$ cat src/rtl/mem_arb_pkg.sv
// Shared types for the two-requester memory arbiter: FSM states, requester ids,
// and the supported memory latency range.
package mem_arb_pkg;

  typedef enum logic [1:0] {
    ST_IDLE   = 2'd0,
    ST_ACCESS = 2'd1,
    ST_WAIT   = 2'd2,
    ST_RESP   = 2'd3
  } state_e;

  // Values double as bit positions in the packed request vector.
  typedef enum logic {
    REQ_IF = 1'b0,
    REQ_D  = 1'b1
  } req_id_e;

  localparam int MEM_LAT_MAX = 4;
  localparam int CNT_W       = $clog2(MEM_LAT_MAX);

endpackage

$ cat src/rtl/arb_pick.sv
// Combinational winner selection between fetch and data requesters.
// On a tie the requester that was not granted last wins.
module arb_pick
  import mem_arb_pkg::*;
(
  input  logic [1:0] reqs,
  input  req_id_e    ptr,
  output req_id_e    winner
);

  always_comb begin
    winner = REQ_IF;
    if (reqs[REQ_D] && reqs[REQ_IF]) winner = (ptr == REQ_D) ? REQ_IF : REQ_D;
    else if (reqs[REQ_D])            winner = REQ_D;
  end

endmodule

$ cat src/rtl/mem_arbiter.sv
// Fetch/data arbiter in front of a single-port memory with MEM_LAT read latency.
// ARB_ROUND_ROBIN_EN: alternate ties between requesters; otherwise data always wins.
module mem_arbiter
  import mem_arb_pkg::*;
#(
  parameter int MEM_LAT = 1
) (
  input  logic        clk,
  input  logic        rst_n,
  input  logic        if_req,
  input  logic [31:0] if_addr,
  output logic        if_gnt,
  output logic        if_rvalid,
  output logic [31:0] if_rdata,
  input  logic        d_req,
  input  logic        d_we,
  input  logic [31:0] d_addr,
  input  logic [31:0] d_wdata,
  output logic        d_gnt,
  output logic        d_rvalid,
  output logic [31:0] d_rdata,
  output logic        mem_en,
  output logic        mem_we,
  output logic [31:0] mem_addr,
  output logic [31:0] mem_wdata,
  input  logic [31:0] mem_rdata
);

  localparam logic [CNT_W-1:0] LAT_M1 = CNT_W'(MEM_LAT - 1);

  state_e           state_q, state_d;
  logic [CNT_W-1:0] cnt_q, cnt_d;
  req_id_e          win_q, win_d;
  logic             we_q, we_d;
  logic             if_gnt_q, if_gnt_d, d_gnt_q, d_gnt_d;
  logic             if_rvalid_q, if_rvalid_d, d_rvalid_q, d_rvalid_d;
  logic [31:0]      if_rdata_q, if_rdata_d, d_rdata_q, d_rdata_d;
  logic             mem_en_q, mem_en_d, mem_we_q, mem_we_d;
  logic [31:0]      mem_addr_q, mem_addr_d, mem_wdata_q, mem_wdata_d;

  logic [1:0] reqs;
  req_id_e    ptr;
  req_id_e    pick;

  assign reqs = {d_req, if_req};

`ifdef ARB_ROUND_ROBIN_EN
  req_id_e ptr_q, ptr_d;

  always_comb begin
    ptr_d = ptr_q;
    if (state_q == ST_ACCESS) ptr_d = win_q;
  end

  // Reset to "fetch last" so the first tie goes to data.
  always_ff @(posedge clk or negedge rst_n) begin
    if (!rst_n) ptr_q <= REQ_IF;
    else        ptr_q <= ptr_d;
  end

  assign ptr = ptr_q;
`else
  assign ptr = REQ_IF;
`endif

  arb_pick u_pick (
    .reqs   (reqs),
    .ptr    (ptr),
    .winner (pick)
  );

  always_comb begin
    state_d     = state_q;
    cnt_d       = cnt_q;
    win_d       = win_q;
    we_d        = we_q;
    if_gnt_d    = 1'b0;
    d_gnt_d     = 1'b0;
    if_rvalid_d = 1'b0;
    d_rvalid_d  = 1'b0;
    if_rdata_d  = if_rdata_q;
    d_rdata_d   = d_rdata_q;
    mem_en_d    = 1'b0;
    mem_we_d    = 1'b0;
    mem_addr_d  = 32'h0;
    mem_wdata_d = 32'h0;
    unique case (state_q)
      // Memory-side outputs are loaded here so they appear during ACCESS.
      ST_IDLE: if (|reqs) begin
        state_d  = ST_ACCESS;
        win_d    = pick;
        mem_en_d = 1'b1;
        if (pick == REQ_D) begin
          d_gnt_d     = 1'b1;
          we_d        = d_we;
          mem_we_d    = d_we;
          mem_addr_d  = d_addr;
          mem_wdata_d = d_wdata;
        end else begin
          if_gnt_d   = 1'b1;
          we_d       = 1'b0;
          mem_addr_d = if_addr;
        end
      end
      ST_ACCESS: begin
        state_d = ST_WAIT;
        cnt_d   = LAT_M1;
      end
      ST_WAIT: begin
        if (cnt_q == '0) begin
          state_d = ST_RESP;
          if (win_q == REQ_D) begin
            d_rvalid_d = 1'b1;
            d_rdata_d  = we_q ? 32'h0 : mem_rdata;
          end else begin
            if_rvalid_d = 1'b1;
            if_rdata_d  = mem_rdata;
          end
        end else begin
          cnt_d = cnt_q - 1'b1;
        end
      end
      ST_RESP: state_d = ST_IDLE;
      default: state_d = ST_IDLE;
    endcase
  end

  always_ff @(posedge clk or negedge rst_n) begin
    if (!rst_n) begin
      state_q     <= ST_IDLE;
      cnt_q       <= '0;
      win_q       <= REQ_IF;
      we_q        <= 1'b0;
      if_gnt_q    <= 1'b0;
      d_gnt_q     <= 1'b0;
      if_rvalid_q <= 1'b0;
      d_rvalid_q  <= 1'b0;
      if_rdata_q  <= 32'h0;
      d_rdata_q   <= 32'h0;
      mem_en_q    <= 1'b0;
      mem_we_q    <= 1'b0;
      mem_addr_q  <= 32'h0;
      mem_wdata_q <= 32'h0;
    end else begin
      state_q     <= state_d;
      cnt_q       <= cnt_d;
      win_q       <= win_d;
      we_q        <= we_d;
      if_gnt_q    <= if_gnt_d;
      d_gnt_q     <= d_gnt_d;
      if_rvalid_q <= if_rvalid_d;
      d_rvalid_q  <= d_rvalid_d;
      if_rdata_q  <= if_rdata_d;
      d_rdata_q   <= d_rdata_d;
      mem_en_q    <= mem_en_d;
      mem_we_q    <= mem_we_d;
      mem_addr_q  <= mem_addr_d;
      mem_wdata_q <= mem_wdata_d;
    end
  end

  assign if_gnt    = if_gnt_q;
  assign d_gnt     = d_gnt_q;
  assign if_rvalid = if_rvalid_q;
  assign d_rvalid  = d_rvalid_q;
  assign if_rdata  = if_rdata_q;
  assign d_rdata   = d_rdata_q;
  assign mem_en    = mem_en_q;
  assign mem_we    = mem_we_q;
  assign mem_addr  = mem_addr_q;
  assign mem_wdata = mem_wdata_q;

endmodule

$ cat config.mk
export PLATFORM = sky130hd
export DESIGN_NAME = mem_arbiter
export DESIGN_NICKNAME = d
export VERILOG_FILES = /design/src/rtl/mem_arb_pkg.sv /design/src/rtl/arb_pick.sv /design/src/rtl/mem_arbiter.sv
export SDC_FILE = /design/constraint.sdc
export NUM_CORES = 1
export LEC_CHECK = 0
export ABC_AREA = 1
export BUFFER_PORTS_ARGS = -buffer_cell sky130_fd_sc_hd__buf_2
export CORE_MARGIN = 1
export CORE_UTILIZATION = 45
export CTS_CLUSTER_DIAMETER = 40
export DETAILED_ROUTE_END_ITERATION = 7
export MAX_ROUTING_LAYER = met4
export PLACE_DENSITY = 0.79
export SETUP_SLACK_MARGIN = 0.5
export SYNTH_ARGS = -nofsm -noshare
export SYNTH_HDL_FRONTEND = slang
export SYNTH_SLANG_ARGS = --single-unit
$ cat constraint.sdc
create_clock -name clk -period 1.8 [get_ports clk]
set_input_delay 0.09 -clock clk [delete_from_list [all_inputs] [get_ports clk]]
set_output_delay 0.09 -clock clk [all_outputs]
set_load 0.01 [all_outputs]
==> impl_metrics.ini <==
[logic_synthesis]
synthSimpleGateAreaFrac = 0.2225
yosysSeqAreaShare = 0.6649
ys_warn_count = 0
synthCells = 559
ys_types = 17
syn_nets = 696
ys_seq_elements = 140
synth_top_family_by_area = simple AND/OR/NAND/NOR gates
syn-cell-area_um2 = 5269
avgSynthCellArea_um2 = 9.425
muxShareOfSynthArea = 0
synth_adder_area_share = 0.009499
synth_compound_area_frac = 0.04061
synth_xor_area_frac = 0

[timing]
setup_tns_ps = 0
drv_slew = 0
rsz0062_at_grt = yes
setup_viol = 0
hold_violations = 0
maxSlewHeadroom = 0.6418
fin_hold_ws_ps = 95.53
fin_worst_skew_ps = 13.65
post-route-period-util = 0.8330
max_freq_mhz = 667.0
worstMarginPinSlew_ps = 537.3
period_minus_slack_ps = 1499

[layout]
final_layout_size_suffix_gt1_frac = 0.4417
n_fill_cell = 475
final_cell_mix = buf_2 (265), nand2_1 (192), dfrtp_1 (139), dlygate4sd3_1 (130), inv_1 (41)
nets = 1127
area_growth_pct = 86.37
final_common_cell = buf_2
utilization = 0.8600

[floorplanning]
chipHeight_um = 110.2
core_area_um2 = 11420
die_w_um = 110.2
io_pins = 267
fp-row-count = 39
die_area_um2 = 12150
initial_utilization = 0.4614

[pwr]
p_seq_frac = 0.321
netSwitchingFraction = 0.3693
switching_power_w = 0.005511
combPwrFrac = 0.412
vdd_drop_max_v = 0.001354
p_int_w = 0.009411
power.leakage_nw = 5.685
power_density_nw_per_um2 = 1520
clockPowerShare = 0.267

[grt]
grt_pass1_vias = 5879
grt_max_degree = 56
antenna_found_initial = 2
overflow = 0
grt_pass1_wl_um = 29720
gr-usage-all-layers = 0.3480

[routing]
num_vias = 6345
drc_errors = 0
viasPerCell = 5.527
antenna_left = 0
dr.pass1.iters = 6
wl_um = 26030
drt_iter0_markers = 666
wl_per_cell_um = 22.67

[place]
gp_congestion = 0.8605
port_buffers = 266
dpl.hpwl_um = 9638

[worst_setup_path]
crit_path_end_kind = register
crit_type = reg2reg
crit_fanout = 7
critPathRequiredTime_ps = 2160
start_kind = register
cp.arrival_ps = 1850
path_buf_inv = 4
path_cells = inv_4, ha_4, nand3b_1, inv_2, buf_12, clkbuf_16, nand2_2, nand2_1
slowest_delay_ps = 460
path_delay_family = buffers and inverters
slowest_stage = dfrtp_2

[run_status]
status = finished clean

[cts]
path_clk_slew_ps = 70
clkLatencyLatePin_ps = 420
root_buffer = clkbuf_16
cts_sinks = 140
numCtsBuffers = 17
cts_tree = yes
h-tree-depth = 4
cts_buffer_depth = 2

[job]
maxCapViolations = 0

[hold_path]
hold_class = in2reg
==> power by group through the flow <==
| stage | Combinational (W) | Clock (W) | Sequential [W] |
|---|---|---|---|
| floorplan | 0.00176 | 0 | 0.00514 |
| global placement | 0.00386 | 0 | 0.00462 |
| detailed placement | 0.00394 | 0 | 0.00467 |
| CTS | 0.00450 | 0.00392 | 0.00464 |
| global route | 0.00652 | 0.00414 | 0.00487 |
| finish | 0.00614 | 0.00399 | 0.00479 |
==> metal layers <==
metal | wire (um) | track usage
met5 | 0 | -
met4 | 2260 | 0.2387
met3 | 2675 | 0.09230
met2 | 12620 | 0.5759
met1 | 8465 | 0.3640
==> worst paths after layout <==
check                                   from      endpoint  slack (ps)  cells past startpoint
worst max register to register    state_q[1]   mem_addr[1]         300                      8
worst min register to register  if_rdata[18]  if_rdata[18]         480                      2
max in group asynchronous              rst_n    state_q[1]         960                      3
worst max-delay path              state_q[1]   mem_addr[1]         300                      8
min in group asynchronous              rst_n   if_rdata[5]         200                      2
worst min-delay path                  if_req        mem_en         100                      3
==> repair_timing <==
action	CTS	global route
endpoints found under the setup margin	110	129
resized for setup	10	145
pin swaps	0	22
hold buffers	130	0
gates cloned	3	14
setup buffers	5	6
hold endpoints to repair	179	0
==> registers in the layout, summed over array words and instances, names as in the netlist <==
signal / flops
mem_we: 1
state_q: 2
d_rdata: 32
d_rvalid: 1
if_gnt: 1
d_gnt: 1
mem_addr: 32
we_q: 1
mem_wdata: 32
win_q: 1
cnt_q: 2
if_rdata: 32
if_rvalid: 1
mem_en: 1
==> cells by family (layout without fill, tap and decap cells) <==
group / Yosys count / after routing
and+or+nand+nor: 308 / 308
DFF: 140 / 140
buffers and inverters: 71 / 515
AOI/OAI and AO/OA: 36 / 36
adders and majority gates: 4 / 4
other: 0 / 2
==> worst min-delay path, stage by stage <==
cell	delay, ps
buf_2	110
nor2_1	80
nor2_2	160
==> synthesized netlist by cell type <==
cell | instances | share of area
ha_1 | 4 | 0.0095
nand3_2 | 1 | 0.0019
nor2_1 | 34 | 0.024
o21ai_1 | 23 | 0.022
nand2_1 | 267 | 0.19
o21ai_0 | 4 | 0.0038
buf_2 | 8 | 0.0076
o21ai_2 | 9 | 0.015
nand3b_1 | 1 | 0.0014
inv_2 | 2 | 0.0014
dfrtp_1 | 140 | 0.66
nand3_1 | 5 | 0.0047
inv_1 | 44 | 0.031
buf_6 | 2 | 0.0043
buf_1 | 1 | 0.00071
buf_4 | 10 | 0.014
clkbuf_1 | 4 | 0.0028
==> final cells by class <==
cell class,instances,area (um2),area share
multi-input cells,348,1896,0.1930
diodes,2,5.005,0.0005097
clock inverters,10,185.2,0.01886
well taps,143,178.9,0.01822
inverters,46,190.2,0.01937
repair buffers,437,3376,0.3438
clock buffers,22,484.2,0.04931
flip-flops and latches,140,3505,0.3569
==> metrics by stage <==
| step | total power, W | setup WS [ps] | std cells | instance area (um2) |
|---|---|---|---|---|
| after floorplan | 0.006904 | 510.9 | 559 | 5271 |
| after global placement | 0.008481 | 444.3 | 956 | 6797 |
| after detailed placement | 0.008611 | 417.3 | 956 | 6797 |
| after CTS | 0.01306 | 471.8 | 1126 | 8955 |
| after global routing | 0.01554 | 281.6 | 1148 | 9819 |
| final | 0.01492 | 300.7 | 1148 | 9819 |
No activity file was read; power rests on OpenSTA's default activity.
